File: src/rtl/ac_stage.sv
// Accumulate stage: per-channel signed accumulation of product vectors. On the
// last beat of a neuron each channel sum is scaled to fixed point and pushed
// into a 2-entry output buffer drained through a ready/valid handshake.
module ac_stage #(
   parameter int DATA_WIDTH = 16,
   parameter int ACC_WIDTH  = 32,
   parameter int CH         = 4,
   parameter int FRAC       = 8,
   parameter bit SAT        = 1'b1
) (
   input  logic                       clk,
   input  logic                       reset,
   input  logic                       mu_rdy,
   output logic                       mu_ack,
   input  logic [CH*DATA_WIDTH-1:0]   mu_data,
   input  logic                       off_new,
   output logic [CH*DATA_WIDTH-1:0]   ac_out,
   output logic [CH-1:0]              ac_ovf,
   output logic                       ac_rdy,
   input  logic                       ac_ack
);

   localparam logic [ACC_WIDTH-1:0]  AccMax = {1'b0, {(ACC_WIDTH-1){1'b1}}};
   localparam logic [ACC_WIDTH-1:0]  AccMin = {1'b1, {(ACC_WIDTH-1){1'b0}}};
   localparam logic [DATA_WIDTH-1:0] DatMax = {1'b0, {(DATA_WIDTH-1){1'b1}}};
   localparam logic [DATA_WIDTH-1:0] DatMin = {1'b1, {(DATA_WIDTH-1){1'b0}}};

   // Accumulator state
   logic [ACC_WIDTH-1:0]     acc_q [CH];
   logic [CH-1:0]            ovf_q;

   // Output buffer state
   logic [CH*DATA_WIDTH-1:0] buf_data_q [2];
   logic [CH-1:0]            buf_ovf_q [2];
   logic                     rd_ptr_q;
   logic                     wr_ptr_q;
   logic [1:0]               count_q;

   // Datapath
   logic [ACC_WIDTH:0]       ext_sum [CH];
   logic [ACC_WIDTH-1:0]     sum [CH];
   logic [ACC_WIDTH-1:0]     shifted [CH];
   logic [CH-1:0]            sum_ovf;
   logic [CH-1:0]            res_oor;
   logic [CH*DATA_WIDTH-1:0] res_data;
   logic [CH-1:0]            res_ovf;

   logic accept;
   logic push;
   logic pop;

   assign mu_ack = (count_q != 2'd2) && !reset;
   assign ac_rdy = (count_q != 2'd0) && !reset;
   assign ac_out = ac_rdy ? buf_data_q[rd_ptr_q] : '0;
   assign ac_ovf = ac_rdy ? buf_ovf_q[rd_ptr_q] : '0;

   assign accept = mu_rdy && mu_ack;
   assign push   = accept && off_new;
   assign pop    = ac_rdy && ac_ack;

   // Per-channel sum with saturate/wrap, then fixed-point conversion of the result
   always_comb begin
      res_data = '0;
      res_ovf  = '0;
      sum_ovf  = '0;
      res_oor  = '0;
      for (int i = 0; i < CH; i++) begin
         // One guard bit: the sum overflows when the top two bits disagree
         ext_sum[i] = {acc_q[i][ACC_WIDTH-1], acc_q[i]}
                    + {{(ACC_WIDTH+1-DATA_WIDTH){mu_data[i*DATA_WIDTH+DATA_WIDTH-1]}},
                       mu_data[i*DATA_WIDTH +: DATA_WIDTH]};
         sum_ovf[i] = ext_sum[i][ACC_WIDTH] ^ ext_sum[i][ACC_WIDTH-1];
         if (SAT && sum_ovf[i]) begin
            sum[i] = ext_sum[i][ACC_WIDTH] ? AccMin : AccMax;
         end else begin
            sum[i] = ext_sum[i][ACC_WIDTH-1:0];
         end
         shifted[i] = $signed(sum[i]) >>> FRAC;
         // In range only when all bits above the result sign bit match it
         res_oor[i] = !((&shifted[i][ACC_WIDTH-1:DATA_WIDTH-1]) ||
                        !(|shifted[i][ACC_WIDTH-1:DATA_WIDTH-1]));
         if (SAT && res_oor[i]) begin
            res_data[i*DATA_WIDTH +: DATA_WIDTH] = shifted[i][ACC_WIDTH-1] ? DatMin : DatMax;
         end else begin
            res_data[i*DATA_WIDTH +: DATA_WIDTH] = shifted[i][DATA_WIDTH-1:0];
         end
         res_ovf[i] = ovf_q[i] | sum_ovf[i] | res_oor[i];
      end
   end

   // Accumulators and sticky overflow flags; cleared when a neuron completes
   always_ff @(posedge clk) begin
      if (reset) begin
         for (int i = 0; i < CH; i++) begin
            acc_q[i] <= '0;
         end
         ovf_q <= '0;
      end else if (accept) begin
         for (int i = 0; i < CH; i++) begin
            acc_q[i] <= off_new ? '0 : sum[i];
         end
         ovf_q <= off_new ? '0 : (ovf_q | sum_ovf);
      end
   end

   // Two-entry output FIFO; push and pop together keep the occupancy
   always_ff @(posedge clk) begin
      if (reset) begin
         buf_data_q[0] <= '0;
         buf_data_q[1] <= '0;
         buf_ovf_q[0]  <= '0;
         buf_ovf_q[1]  <= '0;
         rd_ptr_q      <= 1'b0;
         wr_ptr_q      <= 1'b0;
         count_q       <= 2'd0;
      end else begin
         if (push) begin
            buf_data_q[wr_ptr_q] <= res_data;
            buf_ovf_q[wr_ptr_q]  <= res_ovf;
            wr_ptr_q             <= ~wr_ptr_q;
         end
         if (pop) begin
            rd_ptr_q <= ~rd_ptr_q;
         end
         case ({push, pop})
            2'b10:   count_q <= count_q + 2'd1;
            2'b01:   count_q <= count_q - 2'd1;
            default: count_q <= count_q;
         endcase
      end
   end

endmodule

File: config.mk
export PLATFORM = sky130hd
export DESIGN_NAME = ac_stage
export DESIGN_NICKNAME = d
export VERILOG_FILES = /design/src/rtl/ac_stage.sv
export SDC_FILE = /design/constraint.sdc
export NUM_CORES = 1
export LEC_CHECK = 0
export BUFFER_PORTS_ARGS = -buffer_cell sky130_fd_sc_hd__buf_2
export CELL_PAD_IN_SITES_DETAIL_PLACEMENT = 2
export CELL_PAD_IN_SITES_GLOBAL_PLACEMENT = 2
export CORE_MARGIN = 2
export CORE_UTILIZATION = 39
export CTS_CLUSTER_DIAMETER = 30
export DETAILED_ROUTE_END_ITERATION = 8
export PLACE_DENSITY = 0.78
export SLEW_MARGIN = 30
export SYNTH_ARGS = -nofsm -noshare
export SYNTH_HDL_FRONTEND = slang
export SYNTH_SLANG_ARGS = --single-unit
File: constraint.sdc
create_clock -name clk -period 7.1 [get_ports clk]
set_input_delay 1.42 -clock clk [delete_from_list [all_inputs] [get_ports clk]]
set_output_delay 1.42 -clock clk [all_outputs]
set_load 0.01 [all_outputs]
Word-level counts from Yosys, hierarchy flattened
Memory sizes are Yosys's and may differ from the RTL's. A register that Yosys moved wholly into a read port is not among the register bits.
Cells that the tools add are included.
- flip-flop bits (word level): 8
- bits in writable memories: 264
- output and inout port bits: 70
- word-level logic and storage cells: 111
- memories kept: 3
- memory list (memory ; words ; bits a word ; rd ports ; clocked after Yosys merged registers in ; write ports ; RTL line ; RTL):
    acc_q ; 4 ; 32 ; 4 ; 0 ; 4 ; 29 ; logic [ACC_WIDTH-1:0] acc_q [CH];
    buf_data_q ; 2 ; 64 ; 1 ; 1 ; 2 ; 33 ; logic [CH*DATA_WIDTH-1:0] buf_data_q [2];
    buf_ovf_q ; 2 ; 4 ; 1 ; 1 ; 2 ; 34 ; logic [CH-1:0] buf_ovf_q [2];
- add/sub/neg operators: 6
- equality and inequality tests: 3
- mux-type cells: 46
- bitwise operators: 19
- reduce and logical (&&, ||, !) cells: 30
- operator list (cell ; count):
    two-way mux 32 bit ; 16
    adder 32 x 16 -> 33 bit ; 4
    two-way mux 16 bit ; 8
    two-way mux 64 bit ; 2
    OR reduction 64 bit ; 1
    AND reduction 9 bit ; 4
    OR reduction 9 bit ; 4
    two-way mux 1 bit ; 16
    two-way mux 4 bit ; 3
    bitwise OR 1 bit ; 12
    logical NOT 1 bit ; 9
    logical AND 1 bit ; 5
    logical OR 1 bit ; 4
    bitwise OR 4 bit ; 1
    one-hot mux 2 bit (2 select lines) ; 1
    nonzero test 2 bit ; 2
    OR reduction 4 bit ; 1
    XOR 1 bit ; 4
    adder 2 x 1 -> 2 bit, second input constant ; 1
    equality test 2 x 1 -> 1 bit, second input constant ; 1
    equality test 2 bit, second input constant ; 1
    != test 2 bit, second input constant ; 1
    NOT 1 bit ; 2
    subtractor 2 x 1 -> 2 bit, second input constant ; 1

Logic depth before layout (Yosys ltp)
Gate-level depths: netlist of run 1.
- depth in word-level cells: 9
- mapped depth: 23
- mapped depth without buffers: 20

Worst setup path after synthesis of run 1
No wires, ideal clock.
- path kind: input to register
- from: input port mu_data[22]
- to: memory buf_data_q[0][19] (netlist name), data pin
- setup time: 0.146 ns
- arrival time: 5.585 ns
- required time: 6.954 ns
- slack: 1.369 ns
- cell stages on the path: 21
- path buffers: 3
- cells stage by stage: ha_1 -> clkbuf_1 -> a21oi_1 -> o211ai_1 -> a41oi_1 -> o21ai_1 -> o211a_1 -> o21ai_0 -> nand2b_1 -> a21oi_1 -> o21bai_1 -> xor2_1 -> ha_1 -> clkbuf_1 -> or4b_2 -> o211ai_1 -> nand4b_1 -> o21ai_0 -> nand2_1 -> buf_2 -> a21oi_1
- RTL lines (element ; RTL line ; RTL):
    from (decl) ; 15 ; input logic [CH*DATA_WIDTH-1:0] mu_data,
    to (decl) ; 33 ;

==> results of run 1 <==
[flip-flops by register name, indices dropped and copies added (netlist names), named ones only]
register,flops
buf_data_q,128
acc_q,128
rd_ptr_q,1
count_q,2
buf_ovf_q,8
ovf_q,4
wr_ptr_q,1
[Yosys cell counts (5+ instances only)]
| cell type | instances | area [sq um] |
|---|---|---|
| nor4_1 | 5 | 31.3 |
| a31oi_1 | 25 | 156 |
| a41oi_1 | 7 | 61.3 |
| a21boi_0 | 26 | 195 |
| o21ai_1 | 14 | 70.1 |
| a211oi_1 | 23 | 173 |
| o21ai_0 | 141 | 706 |
| nand4_1 | 31 | 194 |
| and3_1 | 14 | 87.6 |
| a31o_2 | 6 | 52.6 |
| nand3_1 | 29 | 145 |
| inv_1 | 36 | 135 |
| or2_2 | 10 | 62.6 |
| edfxtp_1 | 264 | 7930 |
| xnor2_1 | 59 | 517 |
| o21bai_1 | 18 | 135 |
| mux2i_1 | 76 | 761 |
| o211ai_1 | 20 | 150 |
| o21a_1 | 28 | 210 |
| a211oi_2 | 5 | 62.6 |
| nand2b_1 | 17 | 106 |
| dfxtp_1 | 9 | 180 |
| buf_1 | 6 | 22.5 |
| xor2_1 | 39 | 342 |
| a21oi_1 | 282 | 1410 |
| and2_1 | 21 | 131 |
| ha_1 | 137 | 1710 |
| nor2_1 | 255 | 957 |
| nor3_1 | 35 | 175 |
| a21o_1 | 28 | 210 |
| buf_2 | 13 | 65.1 |
| or3_1 | 13 | 81.3 |
| o211a_1 | 5 | 50.1 |
| nor2b_1 | 24 | 150 |
| nand2_1 | 153 | 574 |
| clkbuf_1 | 80 | 300 |
[metrics by stage]
step,hold slack (ns),instances,worst slack [ns],util (%)
floorplan,0.429,2043,1.37,-
global placement,0.450,2763,0.540,41.9
detailed placement,0.459,2765,0.141,42.0
CTS,0.488,2910,0.734,47.5
global route,0.511,2910,0.234,47.5
finish,0.481,2912,0.547,47.5
[layer usage]
metal	wire [microns]	share of wire, %
met5	0	0
met4	1620	2.3
met3	2520	3.6
met2	34900	50
met1	30800	44
[logic make-up (layout without fill, tap and decap cells)]
kind of cell,count (synthesis),after routing,share of synthesized area [%]
and+or+nand+nor,633,633,15.3
AOI/OAI and AO/OA,675,675,21.4
adders and majority gates,141,141,9.37
muxes,79,79,4.15
xor gates and xnor gates,98,98,4.48
DFF,273,273,42.4
other,0,2,0
buffers and inverters,144,347,3.02
[where the power goes]
part,switching [uW],total (uW),internal (uW)
Clock,1130,3560,2430
Combinational,1700,2470,764
Sequential,61.1,2020,1960
[worst paths after layout]
kind              slack [ns]           endpoint         from  cells after the start
hold reg to reg         0.48           ovf_q[3]     ovf_q[3]                      2
setup reg to reg        1.18  buf_data_q[0][28]  acc_q[1][1]                     18
setup / recovery        0.55  buf_data_q[0][28]  mu_data[31]                     19
hold / removal          0.48           ovf_q[3]     ovf_q[3]                      2
[worst max-delay path, stage by stage]
cell and delay (ns):
buf_2 0.38, ha_1 0.43, a21oi_1 0.27, o21ai_0 0.14, a221oi_1 0.30, o21ai_1 0.20, o211a_1 0.29, o21ai_0 0.20
nand2b_1 0.10, a21oi_1 0.19, o21bai_1 0.13, xor2_1 0.17, ha_1 0.44, or4b_2 0.64, o211ai_1 0.42, nand4b_1 0.15
o21ai_0 0.28, nand2_1 0.43, a21oi_1 0.34
[area by class of cell]
type	instances	area, sq um	area share [%]
tap	664	831	3.59
clock inverter	57	556	2.40
antenna	2	5.00	0.0216
clock buffer	88	2100	9.06
inverter	39	146	0.632
timing repair buffer	163	903	3.90
sequential	273	8110	35.0
multi-input combinational	1626	10500	45.4
==> results.toml, run 1 <==
[run_status]
status = "finished clean"

[critical_path]
critPathLaunchType = "input pin"
path_class = "input pin to register"
cp_max_fo = 17
worstPathArrival_ns = 6.96
critPathCaptureType = "register"
crit_required_ns = 7.50

[cts]
clkSlewWorstSetupHoldPaths_ns = 0.04
hold_buffers = 0
cts_setup_buffers = 0
ctsLongestPathBuffers = 3
cts_tree = "built"
cts_buffers = 79
cts_sinks = 273
htreeDepth = 3
cts_root_buf = "clkbuf_16"
clk_latency_ns = 0.61
cts_resized = 0

[power]
vdd_drop_max_uv = 189
power.density_mw_per_mm2 = 348
p_leak_uw = 0.00929
report.power.total_uw = 8050

[sta]
timing.fmax_mhz = 153
setup_tns_ns = 0
rsz0062_at_grt = "false"
setup_viol = 0
hold_viol = 0
slew_headroom_pct = 36.2
drv_slew = 0
skew_ns = 0.0288
period_needed_ns = 6.55
worst_pin_slew_ns = 0.954
min_period_over_period_pct = 92.3

[logic_synthesis]
synth.distinct_cells = 79
synth_fp_nets = 2253
ys.flop_type = "edfxtp_1"
ys_warn_count = 0
synth_area_sq_mm = 0.0191
avgSynthCellArea_sq_um = 9.37
synth_seq_area_share_pct = 42.4
synth_seq_cells = 273
synth_edf_count = 264
synthCells = 2043
synthArstFlopShare_pct = 0

[grt]
use_met2_pct = 48.7
grt_max_degree = 57
grt.total_usage_pct = 27.4
grt_pass1_wl_microns = 109000
use_met3_pct = 4.08
busiest_layer = "met2"
grt_pass1_vias = 19300
antenna_found_initial = 1
met1_usage_pct = 34.0
grt_overflow = 0

[placed_design]
placed_area_sq_mm = 0.0205
dp_hpwl_microns = 47100
portBuffers = 138
gp_congestion = 0.860

[finish]
fin_nets = 2392
final_common_cell = "a21oi_1"
fill_cells = 5104
drive_gt1_share_pct = 14.9
fin_area_sq_mm = 0.0231
final_cell_mix = "a21oi_1 (282), edfxtp_1 (264), nor2_1 (255)"
syn2layout_area_growth_pct = 20.9

[drt]
routed-via-count = 17200
via_per_inst = 5.91
routed_wl_microns = 69800
wl_per_cell_microns = 24.0
ant_nets = 0
drt_iter0_drc = 860
firstDrtPassIters = 5
route.detailed.drc = 0

[min_path]
min_path_type = "register to register"

[floorplanning]
num_rows = 81
core_area_sq_mm = 0.0487
io_pins = 139
start_util_pct = 39.3
die_area_sq_mm = 0.0509
dieWidth_microns = 226
die_y_microns = 226

[flow_run]
cap_violations = 0
Power figures use the tool's default switching activity.
==> inputs of run 2 (changes only) <==
clock period = 6.2 ns   (was 7.1 ns; I/O delays follow)
==> results.toml, run 2 (same netlist as run 1, synthesis figures left out) <==
[critical_path]
worst-path-buf-inv = 3
r2r_slack_ns = 0.76
cp_num_cells = 18
path_cells = "buf_2 > ha_1 > inv_1 > fa_1 > nand2b_1 > a21oi_1 > o21ai_0 > a211oi_1 > o211ai_1 > and3_1 > o21bai_1 > ha_1 > o21ai_0 > or2_2 > o211ai_1 > nand2_1 > buf_4 > o21ai_0"
worstRegToRegCells = 17
crit_path_frequent_cell = "o21ai_0"
critPathCaptureType = "register"
critPathTopFamily = "compound AO/OA/AOI/OAI gates"
critical_path.slowest_cell = "ha_1"
path_class = "input pin to register"
max_stage_delay_ns = 0.58
worstPathArrival_ns = 6.22
timing.rr.start = "acc_q[3][0]"
rr_endpoint = "buf_data_q[0][59]"
cp_max_fo = 15
critPathLaunchType = "input pin"
crit_required_ns = 6.55

[grt]
antenna_found_initial = 1
grt_max_degree = 81
grt_pass1_wl_microns = 112000
grt_pass1_vias = 19300
grt.total_usage_pct = 28.3
grt_overflow = 0

[sta]
worst_pin_slew_ns = 0.883
setup_viol = 0
period_needed_ns = 5.87
timing.fmax_mhz = 170
drv_slew = 0
min_period_over_period_pct = 94.7
setup_tns_ns = 0
hold_viol = 0
slew_headroom_pct = 40.9
skew_ns = 0.0197

[flow_run]
cap_violations = 0

[placed_design]
dp_hpwl_microns = 47700
placed_area_sq_mm = 0.0208
gp_congestion = 0.906
portBuffers = 138

[power]
report.power.total_uw = 9320
p_leak_uw = 0.00944
power.density_mw_per_mm2 = 399
p_comb_share_pct = 31.5
p_sw_share_pct = 36.3
vdd_drop_max_uv = 197
power.switching_uw = 3390
p_seq_share_pct = 24.9
power.share.clock_pct = 43.6
p_int_uw = 5940

[finish]
fin_area_sq_mm = 0.0234
final_common_cell = "a21oi_1"
final_cell_mix = "a21oi_1 (282), edfxtp_1 (264), nor2_1 (255)"
fill_cells = 5061
utilization_pct = 48.0
drive_gt1_share_pct = 15.8
fin_nets = 2419
syn2layout_area_growth_pct = 22.1
largestRegisters = "acc_q x128, buf_data_q x128, buf_ovf_q x8"

[floorplanning]
core_area_sq_mm = 0.0487
die_y_microns = 226
die_area_sq_mm = 0.0509
dieWidth_microns = 226
start_util_pct = 39.3
num_rows = 81
io_pins = 139

[min_path]
min_to = "ovf_q[0]"
whs_path_depth = 2
min_path_type = "register to register"
hold_start = "ovf_q[0]"

[drt]
firstDrtPassIters = 5
top_layer_used = "met4"
via_per_inst = 5.89
route.met3.wl_microns = 2830
wl_per_cell_microns = 24.5
route.detailed.drc = 0
ant_nets = 0
routed-via-count = 17300
drt_iter0_drc = 873
routed_wl_microns = 71800
routedLengthMet1_microns = 30700
wl_met2_microns = 36000

[run_status]
status = "finished clean"

[cts]
cts_sinks = 273
htreeDepth = 3
clkSlewWorstSetupHoldPaths_ns = 0.05
cts_buffers = 74
clk_latency_ns = 0.61
hold_buffers = 0
cts_tree = "built"
ctsLongestPathBuffers = 3
cts_root_buf = "clkbuf_16"
-- run 2: cell count changes in the layout (fill, tap and decap cells not counted), sizes merged --
| cell | previous run | this run |
|---|---|---|
| buf | 163 | 195 |
| bufinv | 9 | 11 |
| clkinv | 34 | 23 |
| clkinvlp | 11 | 3 |
| diode | 2 | 1 |
| inv | 42 | 52 |
-- run 2: layer usage --
| layer | vias to the layer above | track usage (%) |
|---|---|---|
| li1 | 7966 | - |
| met1 | 8819 | 34.7 |
| met2 | 350 | 50.1 |
| met3 | 145 | 4.22 |
| met4 | 0 | 10.8 |
| met5 | - | 0 |
-- run 2: cell type report --
cell class / count / area (sq um) / area share [%]
clock buffers: 88 / 1970 / 8.41
diodes: 1 / 2.50 / 0.0107
well taps: 664 / 831 / 3.55
repair buffers: 195 / 1190 / 5.11
multi-input cells: 1626 / 10500 / 45.0
flip-flops and latches: 273 / 8110 / 34.7
inverters: 39 / 146 / 0.626
clock inverters: 50 / 614 / 2.63
-- run 2: worst max-delay path by stage --
stage,start,end,slack (ns)
after floorplan,mu_data[22],buf_data_q[0][19],0.65
after global placement,mu_data[17],buf_data_q[0][26],-0.0005
after detailed placement,mu_data[31],buf_data_q[1][28],-0.29
after CTS,mu_data[31],buf_data_q[1][28],0.27
after global routing,mu_data[31],buf_data_q[1][26],-0.005
final,mu_data[48],buf_data_q[0][59],0.33
-- run 2: repair_timing --
item                                    4_1_cts  5_1_grt
resized for setup                             0        3
buffers inserted                              0        2
endpoints found under the setup margin        0       58
-- run 2: power groups by stage --
stage | sequential, uW | combinational (uW) | clock [uW]
6_report | 2320 | 2940 | 4060
5_1_grt | 2330 | 3210 | 4190
3_5_place_dp | 2340 | 2820 | 0
4_1_cts | 2320 | 2900 | 4110
2_1_floorplan | 2310 | 1870 | 0
3_3_place_gp | 2330 | 2670 | 0
-- run 2: metrics by stage --
stage,cells,setup WS [ns],hold WS (ns)
floorplan,2043,0.649,0.429
global placement,2793,-0.000469,0.445
detailed placement,2795,-0.289,0.465
CTS,2933,0.270,0.489
global route,2935,-0.00495,0.519
finish,2936,0.327,0.487
-- run 2: tightest hold or removal path, stage by stage (launching register included) --
cell	delay (ns)
dfxtp_1	0.33
a21oi_1	0.04
nor2_1	0.08
==> inputs of run 3 (changes only) <==
==> constraint.sdc (replaced) <==
create_clock -name clk -period 6.2 [get_ports clk]
set_input_delay 0.62 -clock clk [delete_from_list [all_inputs] [get_ports clk]]
set_output_delay 0.62 -clock clk [all_outputs]
set_load 0.01 [all_outputs]
==> results.toml, run 3 (same netlist as run 1, synthesis figures left out) <==
[drt]
ant_nets = 0
wl_per_cell_microns = 23.9
routed-via-count = 17200
route.detailed.drc = 0
firstDrtPassIters = 5
via_per_inst = 5.90
routed_wl_microns = 69600
drt_iter0_drc = 759

[placed_design]
placed_area_sq_mm = 0.0206
dp_hpwl_microns = 47100
gp_congestion = 0.888
place_inst = 2771
portBuffers = 138

[sta]
hold_slack_ns = 0.353
timing.fmax_mhz = 178
period_needed_ns = 5.61
min_period_over_period_pct = 90.5
setup_tns_ns = 0
hold_viol = 0
slew_headroom_pct = 38.7
worst_pin_slew_ns = 0.916
setup_viol = 0
rsz0062_at_grt = "false"
drv_slew = 0
skew_ns = 0.0213

[floorplanning]
start_util_pct = 39.3
core_area_sq_mm = 0.0487
die_area_sq_mm = 0.0509
dieWidth_microns = 226
die_y_microns = 226
io_pins = 139
num_rows = 81

[cts]
cts_tree = "built"
cts_setup_buffers = 0
hold_buffers = 0
cts_resized = 0
clkSlewWorstSetupHoldPaths_ns = 0.05
cts_root_buf = "clkbuf_16"
ctsLongestPathBuffers = 3
cts_buffers = 79
htreeDepth = 3
clk_latency_ns = 0.60
cts_sinks = 273

[power]
power.share.clock_pct = 43.6
vdd_drop_max_uv = 189
power.density_mw_per_mm2 = 396
p_comb_share_pct = 31.1
p_leak_uw = 0.00930
report.power.total_uw = 9180
p_seq_share_pct = 25.2
power.switching_uw = 3310
p_int_uw = 5870
p_sw_share_pct = 36.1

[critical_path]
worst-path-buf-inv = 1
critPathTopFamily = "compound AO/OA/AOI/OAI gates"
worstPathArrival_ns = 5.93
critical_path.slowest_cell = "a211oi_1"
cp_max_fo = 30
critPathCaptureType = "register"
crit_required_ns = 6.52
path_class = "register to register"
path_cells = "ha_1 > a211oi_1 > o211ai_1 > a21oi_1 > nor4_1 > nor3_1 > a21oi_1 > o21ai_0 > nand2b_1 > xnor2_1 > ha_1 > nor2_1 > o2111ai_1 > o211ai_1 > a211oi_1 > nand3_1 > a211o_1 > nand2_2 > buf_12 > a41oi_1"
critPathLaunchType = "register"
max_stage_delay_ns = 0.57

[flow_run]
cap_violations = 0

[min_path]
min_path_type = "input pin to register"

[grt]
grt_pass1_vias = 19200
grt_pass1_wl_microns = 109000
grt.total_usage_pct = 27.4
grt_max_degree = 91
grt_overflow = 0
antenna_found_initial = 2

[finish]
final_common_cell = "a21oi_1"
fin_area_sq_mm = 0.0232
fin_nets = 2398
drive_gt1_share_pct = 15.3
largestRegisters = "acc_q x128, buf_data_q x128, buf_ovf_q x8"
final_cells = 2918
final_cell_mix = "a21oi_1 (282), edfxtp_1 (264), nor2_1 (255)"
syn2layout_area_growth_pct = 21.1

[run_status]
status = "finished clean"
run 3: cell types whose count changed in the layout (fill, tap and decap cells not counted), moves of 2 or more:
| cell | delta |
|---|---|
| buf_4 | -24 |
| clkinv_2 | +13 |
| inv_6 | -13 |
| clkinvlp_4 | +12 |
| clkbuf_16 | +6 |
| clkbuf_1 | -5 |
| bufinv_16 | -3 |
| buf_12 | -2 |
| clkbuf_8 | -2 |
| nand2_1 | +2 |
run 3: layer usage:
layer | part of all wire, % | GRT usage (%) | up-vias
met3 | 4.0 | 3.90 | 142
li1 | - | - | 7958
met2 | 50 | 48.9 | 369
met4 | 2.7 | 10.0 | 0
met5 | 0 | 0 | -
met1 | 43 | 33.7 | 8743
run 3: worst paths after layout:
| check | from | endpoint | slack [ns] | depth (start not counted) |
|---|---|---|---|---|
| min | reset | register | 0.35 | 2 |
| max | acc_q[2][1] | buf_data_q[0][43] | 0.59 | 20 |
| min reg2reg | ovf_q[3] | ovf_q[3] | 0.46 | 2 |
| max reg2reg | acc_q[2][1] | buf_data_q[0][43] | 0.59 | 20 |
run 3: stage by stage:
| stage | util, % | setup slack [ns] |
|---|---|---|
| after global placement | 42.1 | 0.655 |
| after detailed placement | 42.2 | 0.255 |
| final | 47.6 | 0.591 |
| after CTS | 47.6 | 0.631 |
| after floorplan | - | 1.27 |
| after global routing | 47.6 | 0.147 |
run 3: power groups by stage:
| stage | Sequential (uW) | Clock (uW) | Combinational [uW] |
|---|---|---|---|
| 6_report | 2320 | 4010 | 2860 |
| 5_1_grt | 2330 | 4140 | 3120 |
| 4_1_cts | 2320 | 4060 | 2840 |
| 3_5_place_dp | 2340 | 0 | 2760 |
| 3_3_place_gp | 2330 | 0 | 2630 |
| 2_1_floorplan | 2310 | 0 | 1870 |
run 3: area by class of cell:
cell class                      instances  area [sq um]
Antenna cell                            1          2.50
Clock buffer                           87          2070
Clock inverter                         59           554
Fill cell                            5130         25600
Inverter                               39           146
Multi-Input combinational cell       1626         10500
Sequential cell                       273          8110
Tap cell                              664           831
Timing Repair Buffer                  169           973
